**config.mk**
```make
export PLATFORM = sky130hd
export DESIGN_NAME = sent_tx_frame_ctrl_flat
export DESIGN_NICKNAME = d
export VERILOG_FILES = /design/src/rtl/sent_tx_frame_ctrl_if.sv /design/src/rtl/sent_tx_frame_ctrl.sv /design/src/flat_wrapper.sv
export SDC_FILE = /design/constraint.sdc
export NUM_CORES = 1
export LEC_CHECK = 0
export CAP_MARGIN = 20
export CORE_AREA = 2 2 87 89
export DETAILED_ROUTE_END_ITERATION = 8
export DIE_AREA = 0 0 89 91
export SYNTH_ARGS = -nofsm -noshare
export SYNTH_HDL_FRONTEND = slang
export SYNTH_SLANG_ARGS = --single-unit
```
**constraint.sdc**
```tcl
create_clock -name clk_tx -period 2.7 [get_ports clk_tx]
set_clock_uncertainty 0.15 [all_clocks]
set_input_delay 0.405 -clock clk_tx [delete_from_list [all_inputs] [get_ports clk_tx]]
set_output_delay 0.405 -clock clk_tx [all_outputs]
set_load 0.05 [all_outputs]
```
**src/rtl/sent_tx_frame_ctrl_if.sv**
```systemverilog
// Frame handshake and pulse-generator select bundle for the SENT transmit frame controller.
// slave = frame controller, master = the frame source / pulse generator side.
interface sent_tx_frame_ctrl_if;
   logic        frame_valid_i;
   logic        frame_ready_o;
   logic [3:0]  status_i;
   logic [23:0] data_i;
   logic        pulse_done_i;
   logic [3:0]  data_nibble_o;
   logic        sync_o;
   logic        pulse_o;
   logic        pause_o;
   logic        idle_o;

   modport slave (
      input  frame_valid_i, status_i, data_i, pulse_done_i,
      output frame_ready_o, data_nibble_o, sync_o, pulse_o, pause_o, idle_o
   );

   modport master (
      output frame_valid_i, status_i, data_i, pulse_done_i,
      input  frame_ready_o, data_nibble_o, sync_o, pulse_o, pause_o, idle_o
   );
endinterface

```
**src/rtl/sent_tx_frame_ctrl.sv**
```systemverilog
// SENT frame sequencer: SYNC, STATUS, DATA[], CRC (+PAUSE when SENT_TX_PAUSE_EN is defined), one step per pulse_done.
// Selects/nibble registered; frame_ready_o is combinational so a queued frame is taken exactly at end of frame.
module sent_tx_frame_ctrl #(
   parameter int DATA_NIBBLES = 6
) (
   input  logic                     clk_tx,
   input  logic                     reset_n_tx,
   input  logic                     enable_i,
   sent_tx_frame_ctrl_if.slave      bus,
   output logic [3:0]               crc_o,
   output logic                     frame_done_o
);

   typedef enum logic [2:0] {
      RESET_IDLE,
      SYNC,
      STATUS,
      DATA,
      CRC,
      PAUSE,
      IDLE
   } state_t;

`ifdef SENT_TX_PAUSE_EN
   localparam state_t LAST_ST = PAUSE;
`else
   localparam state_t LAST_ST = CRC;
`endif

   localparam logic [2:0] IDX_LAST = 3'(DATA_NIBBLES - 1);

   // Multiply by x^4 modulo x^4+x^3+x^2+1, one bit at a time.
   function automatic logic [3:0] crc_mul16(input logic [3:0] x);
      logic [3:0] r;
      r = x;
      for (int b = 0; b < 4; b++) begin
         r = r[3] ? ({r[2:0], 1'b0} ^ 4'b1101) : {r[2:0], 1'b0};
      end
      return r;
   endfunction

   function automatic logic [3:0] sent_crc(input logic [23:0] d);
      logic [3:0] r;
      r = 4'b0101;
      for (int k = 0; k < DATA_NIBBLES; k++) begin
         r = crc_mul16(r) ^ d[23 - 4*k -: 4];
      end
      return crc_mul16(r);
   endfunction

   state_t      state;
   state_t      state_nxt;
   logic [2:0]  idx;
   logic [2:0]  idx_nxt;
   logic [3:0]  stat_q;
   logic [23:0] data_q;
   logic [3:0]  crc_q;
   logic [23:0] data_sh;
   logic [3:0]  nibble_nxt;
   logic        sync_nxt;
   logic        pulse_nxt;
   logic        idle_nxt;
   logic        sync_q;
   logic        pulse_q;
   logic        idle_q;
   logic [3:0]  nibble_q;
   logic        done_q;
   logic        is_idle;
   logic        last_done;
   logic        accept;

   assign is_idle   = (state == IDLE) || (state == RESET_IDLE);
   assign last_done = (state == LAST_ST) && bus.pulse_done_i;

   // Gated by reset so ready reads low while the block is held in reset.
   assign bus.frame_ready_o = reset_n_tx & enable_i & (is_idle | last_done);
   assign accept            = bus.frame_valid_i & bus.frame_ready_o;

   always_comb begin
      state_nxt = state;
      idx_nxt   = idx;
      case (state)
         RESET_IDLE, IDLE: begin
            if (accept) begin
               state_nxt = SYNC;
               idx_nxt   = 3'd0;
            end
         end
         SYNC: begin
            if (bus.pulse_done_i) state_nxt = STATUS;
         end
         STATUS: begin
            if (bus.pulse_done_i) begin
               state_nxt = DATA;
               idx_nxt   = 3'd0;
            end
         end
         DATA: begin
            if (bus.pulse_done_i) begin
               if (idx == IDX_LAST) state_nxt = CRC;
               else                 idx_nxt   = idx + 3'd1;
            end
         end
`ifdef SENT_TX_PAUSE_EN
         CRC: begin
            if (bus.pulse_done_i) state_nxt = PAUSE;
         end
         PAUSE: begin
            if (bus.pulse_done_i) begin
               state_nxt = accept ? SYNC : IDLE;
               idx_nxt   = 3'd0;
            end
         end
`else
         CRC: begin
            if (bus.pulse_done_i) begin
               state_nxt = accept ? SYNC : IDLE;
               idx_nxt   = 3'd0;
            end
         end
`endif
         default: begin
            state_nxt = IDLE;
         end
      endcase

      data_sh    = data_q << {idx_nxt, 2'b00};
      nibble_nxt = 4'd0;
      case (state_nxt)
         STATUS:  nibble_nxt = stat_q;
         DATA:    nibble_nxt = data_sh[23:20];
         CRC:     nibble_nxt = crc_q;
         default: nibble_nxt = 4'd0;
      endcase

      sync_nxt  = (state_nxt == SYNC);
      pulse_nxt = (state_nxt == STATUS) || (state_nxt == DATA) || (state_nxt == CRC);
      idle_nxt  = (state_nxt == IDLE);
   end

   always_ff @(posedge clk_tx or negedge reset_n_tx) begin
      if (!reset_n_tx) begin
         state    <= RESET_IDLE;
         idx      <= 3'd0;
         stat_q   <= 4'd0;
         data_q   <= 24'd0;
         crc_q    <= 4'd0;
         sync_q   <= 1'b0;
         pulse_q  <= 1'b0;
         idle_q   <= 1'b0;
         nibble_q <= 4'd0;
         done_q   <= 1'b0;
      end else begin
         state    <= state_nxt;
         idx      <= idx_nxt;
         sync_q   <= sync_nxt;
         pulse_q  <= pulse_nxt;
         idle_q   <= idle_nxt;
         nibble_q <= nibble_nxt;
         done_q   <= last_done;
         if (accept) begin
            stat_q <= bus.status_i;
            data_q <= bus.data_i;
            crc_q  <= sent_crc(bus.data_i);
         end
      end
   end

`ifdef SENT_TX_PAUSE_EN
   logic pause_q;

   always_ff @(posedge clk_tx or negedge reset_n_tx) begin
      if (!reset_n_tx) pause_q <= 1'b0;
      else             pause_q <= (state_nxt == PAUSE);
   end

   assign bus.pause_o = pause_q;
`else
   assign bus.pause_o = 1'b0;
`endif

   assign bus.sync_o        = sync_q;
   assign bus.pulse_o       = pulse_q;
   assign bus.idle_o        = idle_q;
   assign bus.data_nibble_o = nibble_q;
   assign crc_o             = crc_q;
   assign frame_done_o      = done_q;

   a_sel_onehot : assert property (@(posedge clk_tx) disable iff (!reset_n_tx)
      $onehot0({bus.sync_o, bus.pulse_o, bus.pause_o, bus.idle_o}));

   a_ready_needs_enable : assert property (@(posedge clk_tx) disable iff (!reset_n_tx)
      !enable_i |-> !bus.frame_ready_o);

endmodule
```
**src/flat_wrapper.sv**
```systemverilog
// flat-port wrapper written by rule: the top's interface ports become plain ports
module sent_tx_frame_ctrl_flat 
#(
   parameter int DATA_NIBBLES = 6
)
  (clk_tx, reset_n_tx, enable_i, crc_o, frame_done_o, bus_frame_valid_i, bus_status_i, bus_data_i, bus_pulse_done_i, bus_frame_ready_o, bus_data_nibble_o, bus_sync_o, bus_pulse_o, bus_pause_o, bus_idle_o);
  sent_tx_frame_ctrl_if bus_i ();
  input  logic clk_tx;
  input  logic reset_n_tx;
  input  logic enable_i;
  output logic [3:0] crc_o;
  output logic frame_done_o;
  input wire logic [$bits(bus_i.frame_valid_i)-1:0] bus_frame_valid_i;
  input wire logic [$bits(bus_i.status_i)-1:0] bus_status_i;
  input wire logic [$bits(bus_i.data_i)-1:0] bus_data_i;
  input wire logic [$bits(bus_i.pulse_done_i)-1:0] bus_pulse_done_i;
  output wire logic [$bits(bus_i.frame_ready_o)-1:0] bus_frame_ready_o;
  output wire logic [$bits(bus_i.data_nibble_o)-1:0] bus_data_nibble_o;
  output wire logic [$bits(bus_i.sync_o)-1:0] bus_sync_o;
  output wire logic [$bits(bus_i.pulse_o)-1:0] bus_pulse_o;
  output wire logic [$bits(bus_i.pause_o)-1:0] bus_pause_o;
  output wire logic [$bits(bus_i.idle_o)-1:0] bus_idle_o;
  assign bus_i.frame_valid_i = bus_frame_valid_i;
  assign bus_i.status_i = bus_status_i;
  assign bus_i.data_i = bus_data_i;
  assign bus_i.pulse_done_i = bus_pulse_done_i;
  assign bus_frame_ready_o = bus_i.frame_ready_o;
  assign bus_data_nibble_o = bus_i.data_nibble_o;
  assign bus_sync_o = bus_i.sync_o;
  assign bus_pulse_o = bus_i.pulse_o;
  assign bus_pause_o = bus_i.pause_o;
  assign bus_idle_o = bus_i.idle_o;
  sent_tx_frame_ctrl #(.DATA_NIBBLES(DATA_NIBBLES)) u_core (.clk_tx(clk_tx), .reset_n_tx(reset_n_tx), .enable_i(enable_i), .bus(bus_i), .crc_o(crc_o), .frame_done_o(frame_done_o));
endmodule
```
== After elaboration in Yosys (flattened, before gate mapping) ==
Cells that the tools add are included.
Storage, ports and cells
  output and inout bits: 14
  register bits after elaboration: 46
  word-level logic and storage cells: 102
  bits of input ports: 33
Cells by class
  eq/ne operators: 11
  shift-type cells: 1
  $add $sub $neg: 1
  muxes and demuxes: 38
  reduce and logical (&&, ||, !) cells: 7
  bitwise logic cells: 34
Operators with widths (count)
  4-bit 2-to-1 mux: 24
  3-bit NOT: 24
  3-bit 2-to-1 mux: 11
  24-bit by 5-bit left shift with 24-bit output: 1
  4-bit bitwise XOR: 5
  3-bit equality test, second input constant: 5
  3-bit one-hot mux with 5 select lines: 1
  3-bit by 2-bit equality test with 1-bit output, second input constant: 4
  4-bit one-hot mux with 3 select lines: 1
  3-bit one-hot mux with 3 select lines: 1
  3-bit by 1-bit equality test with 1-bit output, second input constant: 2
  2-bit OR reduction: 2
  3-bit by 1-bit adder with 3-bit output, second input constant: 1
  1-bit AND: 3
  3-bit zero test: 1
  1-bit logical OR: 3
  2-bit NOT: 1
  1-bit logical AND: 1
  1-bit bitwise OR: 1

== Logic depth before layout (Yosys ltp) ==
Gate-level depths: netlist (run 1).
  depth after elaboration: 54
  gate-level depth with buffers: 9
  gate-level depth less buffers: 9

== Worst setup path after synthesis (run 1) ==
Ideal clock, no wire load.
  path kind: reg2out
  start point: register u_core.state[0]
  end point: output port bus_frame_ready_o
  slack: -1.036 ns
  arrival time: 3.181 ns
  buffers on the path: 1
  stages on the path, launching flop included: 4
  required time: 2.145 ns
  cells stage by stage: dfrtp_1 buf_4 nand2b_1 a2111oi_0
Between the ends
  cells in the longest elaborated chain, start to end: 4
  elaborated cells on any way between the ends: 7
  those cells by class: 2 x eq/ne; 2 x bitwise; 3 x reduce/logical
RTL lines
  start: declaration: RTL line sent_tx_frame_ctrl.sv:51  | state_t state;
  start signal: assignment: RTL line sent_tx_frame_ctrl.sv:154  | state <= state_nxt;
  3-bit equality test, or another cell as far along: RTL line sent_tx_frame_ctrl.sv:72  | assign is_idle = (state == IDLE) || (state == RESET_IDLE);
  1-bit logical OR or 1-bit logical AND (tied branches): RTL line sent_tx_frame_ctrl.sv:72, sent_tx_frame_ctrl.sv:73
  1-bit bitwise OR *: RTL line sent_tx_frame_ctrl.sv:76  | assign bus.frame_ready_o = reset_n_tx & enable_i & (is_idle | last_done);
  1-bit AND *: RTL line sent_tx_frame_ctrl.sv:76
  end: declaration: RTL line flat_wrapper.sv:17  | output wire logic [$bits(bus_i.frame_ready_o)-1:0] bus_frame_ready_o;
Mark *: on every way between the ends. The rest lies on a longest branch, timed or not.

== Worst setup path in the final report (run 1) ==
  start point: input port bus_pulse_done_i
  end point: register u_core.nibble_q[3] (netlist: u_core.bus.data_nibble_o[3])
Between the ends
  elaborated cells on any way between the ends: 20
  those cells by class: 3 x eq/ne; 1 x shift; 12 x mux; 3 x bitwise; 1 x reduce/logical
RTL lines
  start: declaration: RTL line flat_wrapper.sv:16  | input wire logic [$bits(bus_i.pulse_done_i)-1:0] bus_pulse_done_i;
  1-bit logical AND: RTL line sent_tx_frame_ctrl.sv:73  | assign last_done = (state == LAST_ST) && bus.pulse_done_i;
  1-bit bitwise OR: RTL line sent_tx_frame_ctrl.sv:76
  1-bit AND: RTL line sent_tx_frame_ctrl.sv:76
  1-bit AND: RTL line sent_tx_frame_ctrl.sv:77  | assign accept = bus.frame_valid_i & bus.frame_ready_o;
  3-bit 2-to-1 mux: RTL line sent_tx_frame_ctrl.sv:84  | if (accept) begin
  3-bit one-hot mux with 3 select lines *: RTL line sent_tx_frame_ctrl.sv:82  | case (state)
  via u_core.idx_nxt[0]: RTL line sent_tx_frame_ctrl.sv:54  | logic [2:0] idx_nxt;
  24-bit by 5-bit left shift with 24-bit output *: RTL line sent_tx_frame_ctrl.sv:127  | data_sh = data_q << {idx_nxt, 2'b00};
  4-bit one-hot mux with 3 select lines *: RTL line sent_tx_frame_ctrl.sv:129  | case (state_nxt)
  via u_core.nibble_nxt[3]: RTL line sent_tx_frame_ctrl.sv:59  | logic [3:0] nibble_nxt;
  end signal: assignment: RTL line sent_tx_frame_ctrl.sv:159  | nibble_q <= nibble_nxt;
  end: declaration: RTL line sent_tx_frame_ctrl.sv:66  | logic [3:0] nibble_q;
Mark *: on every way through the listed nets, which the timed path passes. The rest lies on a longest branch.
A chain may end at the register's enable or synchronous reset.

==> results of run 1 <==
## synthesized netlist by cell type
| cell | number |
|---|---|
| nand4bb_1 | 1 |
| nand4b_1 | 2 |
| nor2_2 | 1 |
| o22a_1 | 1 |
| a21o_1 | 2 |
| a21oi_1 | 2 |
| a2111oi_1 | 1 |
| o32a_1 | 1 |
| xor2_1 | 5 |
| nand3b_1 | 1 |
| a41o_1 | 1 |
| a22oi_1 | 5 |
| o32ai_1 | 1 |
| inv_1 | 7 |
| mux2_2 | 35 |
| nand2b_1 | 3 |
| xnor2_1 | 25 |
| a41oi_1 | 2 |
| buf_2 | 5 |
| buf_4 | 4 |
| conb_1 | 1 |
| mux2i_1 | 8 |
| o21ai_1 | 6 |
| nand3_1 | 2 |
| o22ai_1 | 1 |
| and2b_4 | 1 |
| clkbuf_1 | 2 |
| a222oi_1 | 4 |
| maj3_2 | 1 |
| a211oi_2 | 1 |
| and3_1 | 3 |
| nand2_1 | 6 |
| a31oi_1 | 1 |
| nor3b_1 | 1 |
| nor2_1 | 22 |
| nor3_1 | 1 |
| o221ai_2 | 1 |
| o221a_2 | 9 |
| a2111oi_4 | 1 |
| o211ai_2 | 1 |
| and4_1 | 1 |
| o2111ai_1 | 1 |
| ha_1 | 2 |
| a2111oi_0 | 1 |
| dfrtp_1 | 46 |
## logic make-up (layout without fill, tap and decap cells)
logic type | Yosys count | after routing
other | 1 | 1
DFF | 46 | 46
AOI/OAI and AO/OA | 43 | 43
adders and majority gates | 3 | 3
and+or+nand+nor | 45 | 45
xor gates and xnor gates | 30 | 30
buffers and inverters | 18 | 83
muxes | 43 | 43
## registers in the layout, summed over array words and instances, names as in the netlist
| name | cells |
|---|---|
| u_core.bus.data_nibble_o | 4 |
| u_core.bus.idle_o | 1 |
| u_core.bus.pulse_o | 1 |
| u_core.bus.sync_o | 1 |
| u_core.crc_o | 4 |
| u_core.data_q | 24 |
| u_core.frame_done_o | 1 |
| u_core.idx | 3 |
| u_core.stat_q | 4 |
| u_core.state | 3 |
## routing by layer
metal / up-vias / track usage, %
met3: 4 / 2.82
li1: 971 / -
met2: 49 / 25.4
met5: - / 0
met1: 981 / 21.8
met4: 0 / 3.73
## metrics by stage
step | cell area [um^2] | hold slack (ns) | setup TNS, ns
global route | 3460 | 0.0924 | 0
finish | 3460 | 0.0436 | 0
CTS | 3450 | 0.0637 | 0
global placement | 3340 | 0.241 | -0.818
floorplan | 2650 | -0.0406 | 0
detailed placement | 3340 | 0.246 | -0.783
## worst max-delay path, delay by kind of cell
| family | cells | cell delay (ns) |
|---|---|---|
| compound gates | 4 | 0.90 |
| buf+inv | 2 | 0.70 |
| mux | 1 | 0.35 |
| simple gates | 1 | 0.22 |
## what timing repair did
item	4_1_cts	5_1_grt
hold endpoints to repair	9	0
pin swaps	0	1
setup endpoints to repair	1	3
gates resized for setup	1	4
hold buffers	1	0
## where the power goes
part | switching (mW) | internal (mW)
Clock | 0.230 | 0.206
Combinational | 0.976 | 0.995
Sequential | 0.304 | 1.02
Total | 1.51 | 2.22
## final cells by class
class	instances	area [um^2]	area share, %
multi-input cells	165	1420	41.0
clock buffers	6	82.6	2.39
repair buffers	68	643	18.6
clock inverters	2	12.5	0.362
well taps	99	124	3.58
inverters	7	26.3	0.760
flip-flops and latches	46	1150	33.4
## worst min-delay path by stage
stage,start,end,depth (start not counted)
after floorplan,reset_n_tx,u_core.bus.data_nibble_o[0]$_DFF_PN0_,0
after global placement,reset_n_tx,u_core.frame_done_o$_DFF_PN0_,2
after detailed placement,reset_n_tx,u_core.frame_done_o$_DFF_PN0_,2
after CTS,reset_n_tx,u_core.crc_o[2]$_DFFE_PN0P_,2
after global routing,reset_n_tx,u_core.crc_o[2]$_DFFE_PN0P_,2
final,reset_n_tx,u_core.state[0]$_DFF_PN0_,2
==> run_results.csv, run 1 <==
group,metric,value,unit
run_status,status,"finished, final reports clean",
floorplan,start_util,37.0,%
synthesis,yosys_warnings,0,
cells_and_area,final_util,48.5,%
cells_and_area,antenna_cells,0,
sta,max_slew_margin,60.3,%
clock_tree,cts-root-buf,"clkbuf_8",
setup_path,worst_path_largest_cell_delay,0.52,ns
setup_path,cp-end-kind,"flop",
setup_path,slowest_stage,"clkdlybuf4s50_1",
floorplan,fp.dieW,89,um
synthesis,synthCells,229,
synthesis,synth-xor-area-share,9.95,%
floorplan,coreArea,7140,um^2
floorplan,fp.dieH,91,um
synthesis,synthTopCellsByArea,"dfrtp_1, mux2_2, xnor2_1",
sta,tightest_slew,0.592,ns
clock_tree,cts_tree,"done",
clock_tree,path_clk_slew,0.08,ns
setup_path,critical_path_arrival,2.59,ns
power_and_ir_drop,cellLeakagePower,1.39,nW
placement,placement.io_buffers,45,
synthesis,synthAdderAreaFrac,1.37,%
cells_and_area,layout_common_cells,"dfrtp_1, clkdlybuf4s50_1, mux2_2",
synthesis,post-synth-top-area-cell,"dfrtp_1",
drt,wirelength,6100,um
synthesis,synth.yosys.seq_area_share,43.6,%
grt,antenna_found_initial,0,
clock_tree,clockBufferDepth,2,
setup_path,endpoint,"u_core.bus.data_nibble_o[3]$_DFF_PN0_",
sta,fin_crit,2.58,ns
cells_and_area,final_common_cell,"dfrtp_1",
drt,viasPerCell,5.10,
setup_path,reg2reg_depth,9,
setup_path,worst-path-max-fanout,6,
sta,hold_viol,0,
drt,dr.first_iter.drc_count,134,
drt,ant_nets,0,
cells_and_area,finalNonFillerCells,393,
synthesis,muxShareOfSynthArea,18.0,%
clock_tree,insertion_delay,0.30,ns
clock_tree,numCtsBuffers,5,
drt,drc,0,
placement,place_ws,-0.239,ns
synthesis,synth_top_area_share,43.6,%
synthesis,yosys.area_share.simple,8.58,%
synthesis,synth_top_family_by_area,"multiplexers",
grt,grt_use_total,15.7,%
cells_and_area,finalNetCount,328,
drt,first_pass_iters,4,
floorplan,rows,31,
sta,rsz0062_at_grt,"false",
sta,slew_violations,0,
cells_and_area,area_growth,31.0,%
setup_path,startpoint,"bus_pulse_done_i",
sta,max_freq,388,MHz
grt,grt_pass1_wl,9850,um
setup_path,r2r_end,"u_core.bus.data_nibble_o[3]$_DFF_PN0_",
sta,layout_setup_ws,0.124,ns
setup_path,path_class,"in -> reg",
drt,met3_length,253,um
synthesis,synth_compound_area_share,15.0,%
placement,globalplace.congestion,0.799,
setup_path,cp-start-kind,"input port",
power_and_ir_drop,power_density,1080,nW/um^2
setup_path,r2r_setup_slack,0.14,ns
power_and_ir_drop,total_power,3.73,mW
clock_tree,post_cts.repair.setup_buffers,0,
synthesis,ys_ff_latch,46,
drt,avgRoutedWirePerCell,15.5,um
cells_and_area,nFillCells,679,
drt,wl_met2,2990,um
cells_and_area,layout-drive-gt1-share,30.3,%
grt,grt-ovfl-total,0,
floorplan,dieArea,8100,um^2
grt,grt_max_degree,38,
synthesis,syn-num-nets,264,
run,maxCapViolations,0,
sta,finalCritPeriodShare,95.4,%
synthesis,synth_cell_types,45,
synthesis,syn_avg_cell_area,11.5,um^2
floorplan,pin_count,47,
clock_tree,htreeDepth,2,
placement,place_inst,384,
sta,setup_viol,0,
min_path,hold_class,"in -> async",
setup_path,reg2reg_from,"u_core.idx[1]$_DFF_PN0_",
placement,post-dp-hpwl,4770,um
clock_tree,clock_sinks,46,
power_and_ir_drop,ir_drop,0.339,mV
drt,wl_met1,2810,um
grt,grt_pass1_vias,1891,
synthesis,synth_area,2640,um^2
setup_path,cp_cell_sequence,"clkdlybuf4s50_1 > nand4bb_1 > o221ai_2 > a31oi_1 > buf_4 > mux2_2 > a222oi_1 > o21ai_1",
drt,routed.top_layer,"met4",
setup_path,crit_required,2.71,ns
drt,vias,2005,
No activity file was read; power rests on OpenSTA's default activity.
==> run 2, diff against run 1 <==
==> constraint.sdc (replaced) <==
create_clock -name clk_tx -period 2.7 [get_ports clk_tx]
set_clock_uncertainty 0.15 [all_clocks]
set_input_delay 0.54 -clock clk_tx [delete_from_list [all_inputs] [get_ports clk_tx]]
set_output_delay 0.54 -clock clk_tx [all_outputs]
set_load 0.05 [all_outputs]
==> run 2 against run 1 <==
Effect of this change: final cell count up 2.5%; sequential power about the same; die area stayed put; clock power fell by 3%; final area grew 2.6%; wire length grew 2.1%; worst setup slack improved by 0.028 ns; non-clock buffer count rose by 10.
==> run_results.csv, run 2 (synthesis gave the netlist of run 1 again) <==
group,metric,value,unit
floorplan,pin_count,47,
grt,grt_pass1_vias,1997,
clock_tree,clockBufferDepth,2,
grt,grt_pass1_wl,10200,um
clock_tree,cts_tree,"done",
sta,finalCritPeriodShare,94.3,%
drt,ant_nets,0,
setup_path,path_delay_family,"compound AO/OA/AOI/OAI gates",
run_status,status,"finished, final reports clean",
clock_tree,clock_sinks,46,
clock_tree,cts-root-buf,"clkbuf_8",
setup_path,cp-end-kind,"flop",
placement,post-dp-hpwl,4790,um
setup_path,worst-path-max-fanout,11,
placement,globalplace.congestion,0.800,
setup_path,worst_path_largest_cell_delay,0.48,ns
setup_path,slowest_stage,"dfrtp_2",
clock_tree,hold_buffers,0,
setup_path,path_buf_inv,1,
floorplan,rows,31,
sta,layout_setup_ws,0.153,ns
setup_path,cp-start-kind,"flop",
sta,rsz0062_at_grt,"false",
placement,place_ws,-0.379,ns
cells_and_area,finalNetCount,338,
cells_and_area,largest_register_ffs,24,
setup_path,reg2reg_depth,7,
power_and_ir_drop,total_power,3.82,mW
setup_path,cp_cell_sequence,"nand2b_1 > o221ai_2 > a31oi_1 > buf_4 > mux2_2 > a222oi_1 > o21ai_1",
clock_tree,insertion_delay,0.31,ns
grt,grt_use_total,16.4,%
drt,wirelength,6230,um
cells_and_area,layout-drive-gt1-share,33.2,%
drt,first_pass_iters,4,
power_and_ir_drop,ir_drop,0.384,mV
sta,max_slew_margin,61.2,%
floorplan,dieArea,8100,um^2
setup_path,crit_required,2.71,ns
placement,placedInstanceArea,3390,um^2
sta,max_freq,393,MHz
sta,setup_viol,0,
drt,avgRoutedWirePerCell,15.5,um
setup_path,critical_path_arrival,2.56,ns
floorplan,fp.dieH,91,um
floorplan,start_util,37.0,%
drt,dr.first_iter.drc_count,117,
grt,grt_max_degree,38,
cells_and_area,layout_common_cells,"dfrtp_1, clkdlybuf4s50_1, mux2_2",
sta,tightest_slew,0.577,ns
grt,grt-ovfl-total,0,
power_and_ir_drop,power_density,1080,nW/um^2
drt,vias,2033,
cells_and_area,final_common_cell,"dfrtp_1",
cells_and_area,antenna_cells,0,
grt,antenna_found_initial,0,
drt,drc,0,
setup_path,path_class,"reg -> reg",
drt,viasPerCell,5.04,
sta,fin_crit,2.55,ns
sta,slew_violations,0,
min_path,hold_class,"in -> async",
cells_and_area,top_register,"u_core.data_q",
floorplan,fp.dieW,89,um
sta,hold_viol,0,
cells_and_area,nFillCells,670,
clock_tree,path_clk_slew,0.09,ns
cells_and_area,area_growth,34.5,%
clock_tree,numCtsBuffers,5,
setup_path,critical_path_depth,7,
clock_tree,htreeDepth,2,
cells_and_area,final_area,3550,um^2
run,maxCapViolations,0,
sta,tns,0,ns
floorplan,coreArea,7140,um^2
power_and_ir_drop,cellLeakagePower,1.46,nW
placement,placement.io_buffers,45,
## run 2: worst paths after layout
check | start | to | slack, ns
max | u_core.state[2]$_DFF_PN0_ | u_core.bus.data_nibble_o[3]$_DFF_PN0_ | 0.15
min | reset_n_tx | u_core.data_q[16]$_DFFE_PN0P_ | 0.04
max reg2reg | u_core.state[2]$_DFF_PN0_ | u_core.bus.data_nibble_o[3]$_DFF_PN0_ | 0.15
min reg2reg | u_core.data_q[11]$_DFFE_PN0P_ | u_core.data_q[11]$_DFFE_PN0P_ | 0.36
max in group asynchronous | reset_n_tx | u_core.state[0]$_DFF_PN0_ | 1.88
min in group clk_tx | u_core.data_q[11]$_DFFE_PN0P_ | u_core.data_q[11]$_DFFE_PN0P_ | 0.36
## run 2: where the power goes
group	internal [mW]	leakage [nW]	switching, mW
clock	0.183	0.0452	0.241
combinational	1.07	0.858	1.03
sequential	1.02	0.558	0.287
## run 2: area by class of cell
type / instances / area, um^2 / area share, %
Multi-Input combinational cell: 165 / 1440 / 40.5
Timing Repair Buffer: 78 / 719 / 20.3
Tap cell: 99 / 124 / 3.49
Clock buffer: 6 / 72.6 / 2.04
Sequential cell: 46 / 1150 / 32.5
Inverter: 7 / 26.3 / 0.740
Clock inverter: 2 / 13.8 / 0.388
## run 2: metal layers
| metal | part of all wire, % | vias to the layer above | GRT usage, % |
|---|---|---|---|
| met2 | 48 | 54 | 25.6 |
| met1 | 46 | 975 | 22.4 |
| met5 | 0 | - | 0 |
| met4 | 2.1 | 0 | 5.72 |
| li1 | - | 993 | - |
| met3 | 4.2 | 11 | 3.36 |
## run 2: timing repair
item | CTS | global route
endpoints found under the setup margin | 3 | 3
pin swaps | 3 | 4
setup buffers | 1 | 4
resized for setup | 5 | 7
## run 2: stage by stage
| stage | utilization (%) | std cells | hold WS, ns |
|---|---|---|---|
| 2_1_floorplan | - | 229 | 0.0944 |
| 3_3_place_gp | 47.4 | 390 | 0.337 |
| 6_report | 49.7 | 403 | 0.0404 |
| 5_1_grt | 49.7 | 403 | 0.0623 |
| 4_1_cts | 49.1 | 399 | 0.0498 |
| 3_5_place_dp | 47.4 | 390 | 0.343 |
==> run 3, diff against run 2 <==
- ABC_CLOCK_PERIOD_IN_PS: default -> 2700
- SLEW_MARGIN: default -> 20
==> results of run 3 <==
Same layout as run 2: the final DEF is identical, and so are final timing and power.
